$ cat src/rtl/req_ack_responder.sv
// Req/ack responder: acks each accepted req after ACK_LATENCY cycles and enforces MIN_REQ_GAP.
// Define ACK_STRETCH_EN to hold ack high for ACK_HOLD cycles instead of a single-cycle pulse.
module req_ack_responder #(
   parameter int unsigned ACK_LATENCY = 4,
   parameter int unsigned MIN_REQ_GAP = 8,
   parameter int unsigned ACK_HOLD    = 1,
   parameter int unsigned CNT_W       = 32
) (
   input  logic             clk,
   input  logic             rst_n,
   input  logic             req,
   input  logic             clr_err,
   output logic             ack,
   output logic             busy,
   output logic             gap_err,
   output logic [CNT_W-1:0] req_cnt,
   output logic [CNT_W-1:0] ack_cnt
);

`ifdef ACK_STRETCH_EN
   localparam int unsigned HOLD = ACK_HOLD;
`else
   localparam int unsigned HOLD = 1;
`endif

   localparam int unsigned EW = $clog2(MIN_REQ_GAP + 1);
   // Values of elapsed in the last cycle of each phase.
   localparam logic [EW-1:0] WAIT_LAST = EW'(ACK_LATENCY - 1);
   localparam logic [EW-1:0] ACK_LAST  = EW'(ACK_LATENCY + HOLD - 1);
   localparam logic [EW-1:0] GAP_LAST  = EW'(MIN_REQ_GAP - 1);

   if (ACK_LATENCY < 1) begin : g_bad_latency
      $error("ACK_LATENCY must be >= 1");
   end
   if (ACK_HOLD < 1) begin : g_bad_hold
      $error("ACK_HOLD must be >= 1");
   end
   if (ACK_LATENCY + HOLD > MIN_REQ_GAP) begin : g_bad_gap
      $error("ACK_LATENCY + ack high time must not exceed MIN_REQ_GAP");
   end

   typedef enum logic [1:0] {StIdle, StWaitAck, StAck, StCooldown} state_t;

   state_t           r_state;
   state_t           w_state_d;
   logic [EW-1:0]    r_elapsed;
   logic [EW-1:0]    w_elapsed_d;
   logic             w_accept;
   logic             w_viol;
   logic             r_ack;
   logic             r_ack_dly;
   logic             r_gap_err;
   logic [CNT_W-1:0] r_req_cnt;
   logic [CNT_W-1:0] r_ack_cnt;

   always_comb begin
      w_state_d   = r_state;
      w_elapsed_d = r_elapsed;
      w_accept    = 1'b0;
      unique case (r_state)
         StIdle: begin
            if (req) begin
               w_accept    = 1'b1;
               w_elapsed_d = EW'(1);
               w_state_d   = (ACK_LATENCY == 1) ? StAck : StWaitAck;
            end
         end
         StWaitAck: begin
            w_elapsed_d = r_elapsed + EW'(1);
            if (r_elapsed == WAIT_LAST) w_state_d = StAck;
         end
         StAck: begin
            w_elapsed_d = r_elapsed + EW'(1);
            // Ack may end exactly at the gap boundary; skip cooldown then.
            if (r_elapsed == ACK_LAST) begin
               w_state_d = (r_elapsed == GAP_LAST) ? StIdle : StCooldown;
            end
         end
         StCooldown: begin
            w_elapsed_d = r_elapsed + EW'(1);
            if (r_elapsed == GAP_LAST) w_state_d = StIdle;
         end
         default: w_state_d = StIdle;
      endcase
      w_viol = req && (r_state != StIdle);
   end

   always_ff @(posedge clk or negedge rst_n) begin
      if (!rst_n) begin
         r_state   <= StIdle;
         r_elapsed <= '0;
         r_ack     <= 1'b0;
         r_ack_dly <= 1'b0;
         r_gap_err <= 1'b0;
         r_req_cnt <= '0;
         r_ack_cnt <= '0;
      end else begin
         r_state   <= w_state_d;
         r_elapsed <= w_elapsed_d;
         r_ack     <= (w_state_d == StAck);
         r_ack_dly <= r_ack;
         if (w_viol) begin
            r_gap_err <= 1'b1;
         end else if (clr_err) begin
            r_gap_err <= 1'b0;
         end
         if (w_accept) r_req_cnt <= r_req_cnt + CNT_W'(1);
         if (r_ack && !r_ack_dly) r_ack_cnt <= r_ack_cnt + CNT_W'(1);
      end
   end

   assign ack     = r_ack;
   assign busy    = (r_state != StIdle);
   assign gap_err = r_gap_err;
   assign req_cnt = r_req_cnt;
   assign ack_cnt = r_ack_cnt;

endmodule
$ cat config.mk
export PLATFORM = sky130hd
export DESIGN_NAME = req_ack_responder
export DESIGN_NICKNAME = d
export VERILOG_FILES = /design/src/rtl/req_ack_responder.sv
export SDC_FILE = /design/constraint.sdc
export NUM_CORES = 1
export LEC_CHECK = 0
export BUFFER_PORTS_ARGS = -buffer_cell sky130_fd_sc_hd__buf_2
export CAP_MARGIN = 20
export CORE_MARGIN = 3
export CORE_UTILIZATION = 49
export CTS_BUF_LIST = sky130_fd_sc_hd__clkbuf_16
export DETAILED_ROUTE_END_ITERATION = 8
export PLACE_DENSITY = 0.75
export SKIP_CTS_REPAIR_TIMING = 1
export SYNTH_ARGS = -nofsm -noshare
export SYNTH_HDL_FRONTEND = slang
export SYNTH_SLANG_ARGS = --single-unit
$ cat constraint.sdc
create_clock -name clk -period 1.51 [get_ports clk]
set_input_delay 0.2265 -clock clk [delete_from_list [all_inputs] [get_ports clk]]
set_output_delay 0.2265 -clock clk [all_outputs]
set_load 0.005 [all_outputs]
==> results by group, run 1 <==
Outcome
  – Status: finished, violations left
  – Violated checks: negative setup slack

Clock network
  – Max Root-Sink Buffers: 2
  – Root buf cell: clkbuf_16
  – TritonCTS buffer count: 9
  – H-tree levels: 3
  – CTS tree: done
  – Clk slew on worst S/H paths: 0.06 ns
  – Skew-Pair Late Insertion Delay: 0.33 ns
  – Clk sinks: 73

Setup path
  – Arrival time worst endpoint: 1.80 ns
  – Slowest-stage cell, CP: dfrtp_2
  – Reg-to-reg startpoint: r_state[0]$_DFF_PN0_
  – Worst path cell trace: nor3b_4 -> buf_6 -> nand4_4 -> nor4b_4 -> xor2_1
  – CP Class: flip-flop to flip-flop
  – CP endpoint kind: flip-flop
  – Top delay family on crit path: simple AND/OR/NAND/NOR gates
  – R2R setup slack: -0.04 ns
  – Largest stage delay, worst path: 0.45 ns
  – Worst r2r path cells: 5
  – R2R Path End: req_cnt[25]$_DFFE_PN0P_
  – Critical path launch point type: flip-flop
  – Req. time, crit path: 1.76 ns
  – Crit-path max FO: 5
  – WP buf/inv: 1

Synth
  – Sequential element share of the synthesized area: 53.1%
  – Cell Area, Synth: 3440 sq um
  – Syn nets: 318
  – Synth warnings: 0
  – Syn avg cell area: 11.1 sq um
  – Post-synth EDFFs: 0
  – Synth cell types: 37
  – Ys flop type: dfrtp_1
  – Post-synthesis register bit count: 73
  – Async SR Flop Fraction: 100%
  – Post-synthesis cell count: 310

Floorplan
  – Die W: 89.8 um
  – Core region area: 6570 sq um
  – IO Pins: 71
  – Die height: 89.8 um
  – Initial Utilization: 52.4%
  – Full die area: 8060 sq um
  – Cell row count: 29

Finish
  – Layout cells sized above 1: 42.0%
  – Final nets: 446
  – Area Growth Syn to Fin: 40.3%
  – Post-route insts no fill: 536
  – Design Area, Final: 4830 sq um
  – N_diodes: 0

GRT
  – Largest net degree at the start of global routing: 74
  – Vias in the first global route: 2632
  – First-pass GRT wire length: 12400 um
  – Grt ovf: 0
  – Total GRT Usage: 18.8%
  – Initial antenna violation count: 0

Job
  – Max cap viols: 0

Hold path
  – HP Class: primary input to flip-flop
  – Min-Delay Path Depth: 2
  – Hold Path Sink: gap_err$_DFFE_PN0P_
  – HP Start: clr_err

Placed design
  – HPWL Detailed: 5170 um
  – Cell area after placement: 4190 sq um
  – Placed cell count: 506
  – GP Congestion: 0.784
  – Port bufs: 70

Route
  – Drt via density: 5.29
  – DR WL/cell: 15.0 um
  – 1st-iter DRT viols: 131
  – DRT antenna net count: 0
  – First drt pass iteration count: 4
  – Vias post-DR: 2836
  – Post-route DRC: 0
  – Routed wire length: 8040 um

Timing
  – Fin Clk Skew: 0.00672 ns
  – RSZ-0062 raised after global routing: yes
  – Final Max Tran Viols: 0
  – Final worst setup slack: -0.0382 ns
  – Period utilization: 103%
  – Hold Violations, Final: 0
  – Slew @ Worst Pin: 0.388 ns
  – Fmax: 646 MHz
  – Slew margin rel.: 74.1%
  – Min Tclk post-route: 1.55 ns
  – TNS Setup: -0.273 ns
  – Hold slack: 0.0848 ns
  – Final-report setup violation count: 13

Pwr
  – PD cells: 1210 nW/um^2
  – Max VDD drop: 1120 uV
  – Power Total: 5.85 mW
  – LEAKAGE: 2.56 nW
-- registers in the layout, summed over array words and instances, names as in the netlist --
| signal | count |
|---|---|
| gap_err | 1 |
| r_ack_dly | 1 |
| ack | 1 |
| ack_cnt | 32 |
| r_elapsed | 4 |
| req_cnt | 32 |
| r_state | 2 |
-- layout make-up --
class,instances,area (sq um)
Clock buffer,9,225
Clock inverter,7,86.3
Fill cell,449,1740
Inverter,13,52.6
Multi-Input combinational cell,214,1720
Sequential cell,73,1830
Tap cell,93,116
Timing Repair Buffer,127,802
-- cells in the mapped netlist, types with 2 or more instances --
cell | instances | area (sq um)
ha_1 | 4 | 50.1
nor2b_1 | 3 | 18.8
and3_1 | 12 | 75.1
and4_1 | 7 | 61.3
buf_2 | 6 | 30.0
nor3_1 | 8 | 40.0
a21oi_1 | 2 | 10.0
a31oi_1 | 2 | 12.5
nand4b_1 | 2 | 17.5
buf_4 | 2 | 15.0
o21ai_0 | 7 | 35.0
nand2_1 | 26 | 97.6
nor2_1 | 13 | 48.8
mux2_2 | 2 | 22.5
nand4_1 | 19 | 119
xor2_1 | 21 | 184
and2_1 | 2 | 12.5
nor4_1 | 3 | 18.8
nor4_2 | 5 | 62.6
nor4b_2 | 3 | 45.0
xnor2_1 | 41 | 359
dfrtp_1 | 73 | 1830
inv_1 | 12 | 45.0
nand3_1 | 21 | 105
o31ai_1 | 2 | 15.0
-- routing by layer --
layer  share of wire, %  routed length, um  global-route usage, %  vias up
li1                   -                  -                      -     1334
met1                 45               3590                   25.3     1396
met2                 48               3860                   29.7       91
met3                5.2                422                   3.26       15
met4                2.1                165                   8.81        0
met5                  0                  0                      0        -
-- layout by cell type (no fill, tap or decap), types with 2 or more instances in the layout --
master / instances
and4_1: 6
nor2_1: 10
nand4_1: 19
inv_1: 13
a21oi_1: 2
nor4_2: 3
dfrtp_2: 2
o31ai_1: 2
nor3_2: 3
nand3_1: 16
bufinv_16: 2
and2_1: 2
nand4b_1: 2
and3_1: 11
clkbuf_16: 9
nor3_1: 2
a31oi_1: 2
xnor2_1: 40
mux2_2: 2
nor2b_1: 2
clkinvlp_4: 2
xor2_1: 21
clkinv_2: 3
ha_2: 3
buf_2: 71
nor3_4: 3
nor4b_4: 2
nor2_4: 2
nand3_2: 4
o21ai_0: 7
nand2_1: 25
buf_6: 3
buf_4: 51
dfrtp_1: 71
nor2_2: 2
nor4_4: 5
nand2_2: 2
-- worst max path at each step --
stage	startpoint	endpoint	slack, ns	depth (start not counted)
after floorplan	r_state[0]$_DFF_PN0_	req_cnt[23]$_DFFE_PN0P_	-0.06	6
after global placement	r_state[0]$_DFF_PN0_	req_cnt[27]$_DFFE_PN0P_	-0.005	5
after detailed placement	r_state[0]$_DFF_PN0_	req_cnt[25]$_DFFE_PN0P_	-0.02	5
after CTS	r_state[0]$_DFF_PN0_	busy	-0.20	4
after global routing	ack_cnt[0]$_DFFE_PN0P_	ack_cnt[30]$_DFFE_PN0P_	-0.14	6
final	r_state[0]$_DFF_PN0_	req_cnt[25]$_DFFE_PN0P_	-0.04	5
-- logic make-up after synthesis --
group,synth area share [%]
xor gates and xnor gates,15.8
DFF,53.1
and+or+nand+nor,23.1
adders and majority gates,1.46
buffers and inverters,3.16
muxes,0.655
AOI/OAI and AO/OA,2.73
-- per-stage QoR --
step / utilization, % / setup WS (ns)
floorplan: - / -0.0632
global placement: 63.8 / -0.00486
detailed placement: 63.8 / -0.0219
CTS: 68.5 / -0.198
global route: 73.5 / -0.139
finish: 73.5 / -0.0382
-- worst reg2reg max path, stage by stage, from the launching register on --
cell	delay [ns]
dfrtp_2	0.45
nor3b_4	0.26
buf_6	0.14
nand4_4	0.15
nor4b_4	0.29
xor2_1	0.18
-- power breakdown --
part           leakage (nW)  switching (mW)  internal [mW]
clock network         0.156           0.783           1.43
logic                  1.42           0.571          0.634
registers             0.981           0.243           2.19
total                  2.56            1.60           4.25
No activity file was read; power rests on OpenSTA's default activity.
==> inputs of run 2 (changes only) <==
CORE_UTILIZATION = 59   (was 49)
PLACE_DENSITY = 0.85   (was 0.75)
SKIP_CTS_REPAIR_TIMING = not set   (was 1)
clock period = 1.95 ns   (was 1.51 ns; I/O delays follow)
==> run 2 against run 1 <==
  * The run now ends clean
  * Largest cell class unchanged
  * Clock skew is 0.00072 ns lower
  * Worst setup slack better by 0.29 ns
  * Clock-buffer cell count unchanged
  * Critical path type unchanged
  * Combinational power fell by 49%
  * Critical endpoint is now ack_cnt[16]$_DFFE_PN0P_
  * Global-route usage increased by 3.6 points
==> results by group, run 2 (synthesis results as in run 1) <==
Route
  – Post-route DRC: 0
  – DRT antenna net count: 0
  – First drt pass iteration count: 4
  – Drt via density: 5.56
  – Vias post-DR: 2591
  – 1st-iter DRT viols: 102
  – Routed wire length: 7050 um
  – DR WL/cell: 15.1 um

Timing
  – Period utilization: 87.0%
  – TNS Setup: 0 ns
  – Final worst setup slack: 0.254 ns
  – Final-report setup violation count: 0
  – Slew margin rel.: 71.6%
  – Fin Clk Skew: 0.00600 ns
  – Min Tclk post-route: 1.70 ns
  – Hold Violations, Final: 0
  – Final Max Tran Viols: 0
  – Slew @ Worst Pin: 0.425 ns
  – Fmax: 590 MHz
  – RSZ-0062 raised after global routing: no
  – Hold slack: 0.154 ns

Clock network
  – CTS tree: done
  – Clk sinks: 73
  – H-tree levels: 3
  – Root buf cell: clkbuf_16
  – Skew-Pair Late Insertion Delay: 0.33 ns
  – TritonCTS buffer count: 9
  – Clk slew on worst S/H paths: 0.06 ns
  – Max Root-Sink Buffers: 2

GRT
  – Total GRT Usage: 22.3%
  – Grt peak-use layer: met2
  – Grt ovf: 0
  – GR Layer Usage met1: 30.3%
  – Vias in the first global route: 2375
  – Global Route met3 Usage: 7.38%
  – Initial antenna violation count: 0
  – Largest net degree at the start of global routing: 74
  – Met2 global-route usage: 33.2%
  – First-pass GRT wire length: 11300 um

Placed design
  – GP Congestion: 0.828
  – HPWL Detailed: 4850 um
  – Port bufs: 70
  – Cell area after placement: 3880 sq um
  – Pre-CTS setup slack: 0.300 ns

Setup path
  – Worst r2r path cells: 6
  – Largest stage delay, worst path: 0.42 ns
  – CP endpoint kind: flip-flop
  – R2R setup slack: 0.25 ns
  – Crit-path max FO: 11
  – Req. time, crit path: 2.17 ns
  – Critical path launch point type: flip-flop
  – Reg-to-reg startpoint: ack_cnt[0]$_DFFE_PN0P_
  – Arrival time worst endpoint: 1.91 ns
  – Slowest-stage cell, CP: dfrtp_1
  – CP Class: flip-flop to flip-flop
  – R2R Path End: ack_cnt[16]$_DFFE_PN0P_
  – Worst path cell trace: ha_1 -> nand3b_1 -> nor4_1 -> buf_4 -> nand4_1 -> xnor2_1

Finish
  – Final core occ: 76.5%
  – Layout cells sized above 1: 27.7%
  – N_diodes: 0
  – Commonest non-fill, non-tap cell in the layout: dfrtp_1
  – Most frequent cells in the layout: dfrtp_1, buf_2, xnor2_1
  – Design Area, Final: 4260 sq um
  – Final nets: 397
  – Area Growth Syn to Fin: 23.9%
  – Fill cells: 373

Pwr
  – Max VDD drop: 842 uV
  – LEAKAGE: 2.15 nW
  – PD cells: 1070 nW/um^2

Floorplan
  – IO Pins: 71
  – Initial Utilization: 61.7%
  – Core region area: 5570 sq um
  – Cell row count: 27
  – Die height: 82.4 um
  – Die W: 82.4 um
  – Full die area: 6780 sq um

Hold path
  – HP Class: primary input to flip-flop
  – Hold Path Sink: gap_err$_DFFE_PN0P_
  – HP Start: clr_err
  – Min-Delay Path Depth: 2

Job
  – Max cap viols: 0

Outcome
  – Status: finished, final reports clean
run 2: how the worst max path moves through the flow:
| stage | start | to | slack (ns) | cells past startpoint |
|---|---|---|---|---|
| floorplan | r_state[0]$_DFF_PN0_ | req_cnt[23]$_DFFE_PN0P_ | 0.38 | 6 |
| global placement | r_state[0]$_DFF_PN0_ | req_cnt[31]$_DFFE_PN0P_ | 0.38 | 4 |
| detailed placement | ack_cnt[0]$_DFFE_PN0P_ | ack_cnt[16]$_DFFE_PN0P_ | 0.30 | 6 |
| CTS | r_state[0]$_DFF_PN0_ | busy | 0.09 | 3 |
| global route | ack_cnt[0]$_DFFE_PN0P_ | ack_cnt[16]$_DFFE_PN0P_ | 0.14 | 6 |
| finish | ack_cnt[0]$_DFFE_PN0P_ | ack_cnt[16]$_DFFE_PN0P_ | 0.25 | 6 |
run 2: layout make-up:
| cell class | instances | area, sq um | share of cell area (%) |
|---|---|---|---|
| clock inverter | 7 | 141 | 3.32 |
| tap | 72 | 90.1 | 2.11 |
| inverter | 13 | 48.8 | 1.15 |
| multi-input combinational | 214 | 1500 | 35.3 |
| clock buffer | 9 | 225 | 5.28 |
| timing repair buffer | 78 | 425 | 9.98 |
| sequential | 73 | 1830 | 42.9 |
run 2: where the power goes:
part / total [mW] / switching [mW] / internal, mW
Combinational: 0.618 / 0.310 / 0.309
Clock: 2.01 / 0.631 / 1.38
Sequential: 1.92 / 0.230 / 1.69
run 2: critical path: cells and delay by family (launching register included):
kind	cells	cell delay [ns]
xor+xnor	1	0.16
flops	1	0.42
simple gates	3	0.57
fa+ha+maj	1	0.18
buf+inv	1	0.26
run 2: layer usage:
| metal | vias up | wire length (um) |
|---|---|---|
| met3 | 8 | 544 |
| met5 | - | 0 |
| met1 | 1257 | 3100 |
| met4 | 0 | 96 |
| met2 | 86 | 3310 |
| li1 | 1240 | - |
run 2: stage by stage:
step,power [mW],std cells
after global placement,2.54,449
final,4.56,466
after global routing,4.79,466
after detailed placement,2.57,449
after CTS,4.59,466
after floorplan,2.34,310
run 2: what timing repair did:
action	in CTS	in global routing
setup endpoints to repair	0	1
endpoints found under the hold margin	42	0
hold buffers	1	0
setup buffers	0	0
gates resized for setup	0	1
==> inputs of run 3 (changes only) <==
ABC_AREA = 1   (was not set)
CAP_MARGIN = not set   (was 20)
CORE_MARGIN = not set   (was 3)
CORE_UTILIZATION = 61   (was 59)
PLACE_DENSITY = 0.86   (was 0.85)
==> run 3 against run 2 <==
  * The run now ends with negative hold slack left
  * Critical path type unchanged
  * Largest cell class is now multi-input gates
  * Global-route usage increased by 6.3 points
  * Critical path depth increased by 2
  * Register-to-register slack better by 0.12 ns
  * Sequential share of layout area is 5.1 points lower
==> results by group, run 3 <==
GRT
  – Largest net degree at the start of global routing: 74
  – Initial antenna violation count: 0
  – First-pass GRT wire length: 15900 um
  – Vias in the first global route: 3480
  – Total GRT Usage: 28.6%
  – Grt ovf: 0

Outcome
  – Status: finished, violations left
  – Violated checks: negative hold slack

Route
  – Vias post-DR: 3489
  – DR WL/cell: 14.0 um
  – Routed wire length: 9140 um
  – DRT antenna net count: 0
  – Drt via density: 5.36
  – First drt pass iteration count: 4
  – 1st-iter DRT viols: 216
  – Post-route DRC: 0

Synth
  – Post-synthesis register bit count: 73
  – Syn nets: 496
  – Synth warnings: 0
  – Syn avg cell area: 8.26 sq um
  – Synth area leaders: dfrtp_1, nand2_1, inv_1, xnor2_1, nand3_1
  – Synth cell types: 28
  – Synth top area share: 45.3%
  – Post-synth EDFFs: 0
  – Commonest cells post-synth: nand2_1, dfrtp_1, inv_1
  – Top-count cell post-synth: nand2_1
  – Sequential element share of the synthesized area: 45.3%
  – Cell accounting for the most synthesized area: dfrtp_1
  – Cell Area, Synth: 4030 sq um
  – Ys flop type: dfrtp_1
  – Post-synthesis cell count: 488
  – Async SR Flop Fraction: 100%

Timing
  – TNS Setup: 0 ns
  – Hold Violations, Final: 36
  – Slew margin rel.: 75.0%
  – Hold slack: -0.0148 ns
  – Final Max Tran Viols: 0
  – Min Tclk post-route: 1.57 ns
  – Slew @ Worst Pin: 0.373 ns
  – RSZ-0062 raised after global routing: no
  – Fmax: 636 MHz
  – Fin Clk Skew: 0.00394 ns
  – Final-report setup violation count: 0
  – Period utilization: 80.7%

Floorplan
  – Die height: 83.3 um
  – Cell row count: 29
  – Initial Utilization: 63.5%
  – Core region area: 6350 sq um
  – Full die area: 6940 sq um
  – Die W: 83.3 um
  – IO Pins: 71

Finish
  – Most frequent cells in the layout: nand2_1, dfrtp_1, buf_2
  – Commonest non-fill, non-tap cell in the layout: nand2_1
  – FF+latch area: 1830 sq um
  – Fill cells: 443
  – Area Growth Syn to Fin: 19.8%
  – Final nets: 578
  – Layout cells sized above 1: 24.6%
  – Area occupied by multi-input gates: 1930 sq um
  – Design Area, Final: 4830 sq um
  – N_diodes: 0

Setup path
  – R2R setup slack: 0.38 ns
  – Critical path launch point type: flip-flop
  – Crit-path max FO: 5
  – Req. time, crit path: 2.16 ns
  – CP Class: flip-flop to flip-flop
  – Arrival time worst endpoint: 1.78 ns
  – CP endpoint kind: flip-flop

Pwr
  – PD cells: 942 nW/um^2
  – LEAKAGE: 2.66 nW
  – Max VDD drop: 837 uV

Clock network
  – Clk slew on worst S/H paths: 0.06 ns
  – Clk sinks: 73
  – Skew-Pair Late Insertion Delay: 0.33 ns
  – Max Root-Sink Buffers: 2
  – Post-CTS Setup Inserts: 0
  – # resized after CTS: 0
  – H-tree levels: 3
  – Root buf cell: clkbuf_16
  – Post-CTS Hold Fix Bufs: 0
  – CTS tree: done
  – TritonCTS buffer count: 9

Placed design
  – Port bufs: 70
  – HPWL Detailed: 6450 um
  – Cell area after placement: 4500 sq um
  – GP Congestion: 0.895

Job
  – Max cap viols: 0

Hold path
  – HP Class: primary input to async pin
## run 3: cell type report
cell class / instances / share of cell area (%)
clock inverter: 6 / 2.23
timing repair buffer: 71 / 7.66
multi-input combinational: 341 / 39.9
inverter: 74 / 5.75
sequential: 73 / 37.8
clock buffer: 9 / 4.66
tap: 77 / 1.99
## run 3: power by group
part           switching [mW]  internal [mW]  leakage (nW)
Clock                   0.615           1.24         0.163
Sequential              0.211           1.70         0.984
Combinational           0.478          0.310          1.51
## run 3: layer usage
layer  GRT usage (%)  wire [um]  vias up
met5               0          0        -
met4            13.0        242        0
met1            36.7       3930     1654
met2            47.3       4480      123
met3            5.17        487       24
li1                -          -     1688
## run 3: stage by stage
step | util, % | power [mW] | setup WS (ns) | hold slack, ns | cells
2_1_floorplan | - | 2.40 | 0.557 | -0.00309 | 488
3_3_place_gp | 70.9 | 2.65 | 0.523 | 0.351 | 636
3_5_place_dp | 70.9 | 2.71 | 0.406 | 0.351 | 636
4_1_cts | 76.1 | 4.57 | 0.379 | 0.00436 | 651
5_1_grt | 76.1 | 4.77 | 0.288 | 0.0295 | 651
6_report | 76.1 | 4.55 | 0.376 | -0.0148 | 651
## run 3: worst paths after layout
kind                                             start                      end  cells past startpoint
worst max-delay path            ack_cnt[1]$_DFFE_PN0P_  ack_cnt[24]$_DFFE_PN0P_                      8
worst min-delay path                             rst_n  ack_cnt[10]$_DFFE_PN0P_                      2
worst max register to register  ack_cnt[1]$_DFFE_PN0P_  ack_cnt[24]$_DFFE_PN0P_                      8
worst min register to register           ack$_DFF_PN0_      r_ack_dly$_DFF_PN0_                      0
max in group asynchronous                        rst_n  req_cnt[25]$_DFFE_PN0P_                      2
min in group clk                               clr_err      gap_err$_DFFE_PN0P_                      2
## run 3: worst max-delay path: stages (launching register included)
cell and delay [ns]:
dfrtp_1 0.42, ha_1 0.22, nand3_2 0.09, nor2_4 0.16
nand2_4 0.12, nor2_8 0.14, nand2_4 0.08, o21ai_1 0.15
nand2_1 0.08
## run 3: cell families after synthesis
kind of cell	after synthesis	share of synthesized area, %
simple gates	281	35.5
buf+inv	74	6.89
flops	73	45.3
xor+xnor	42	9.12
compound gates	14	1.95
fa+ha+maj	4	1.24
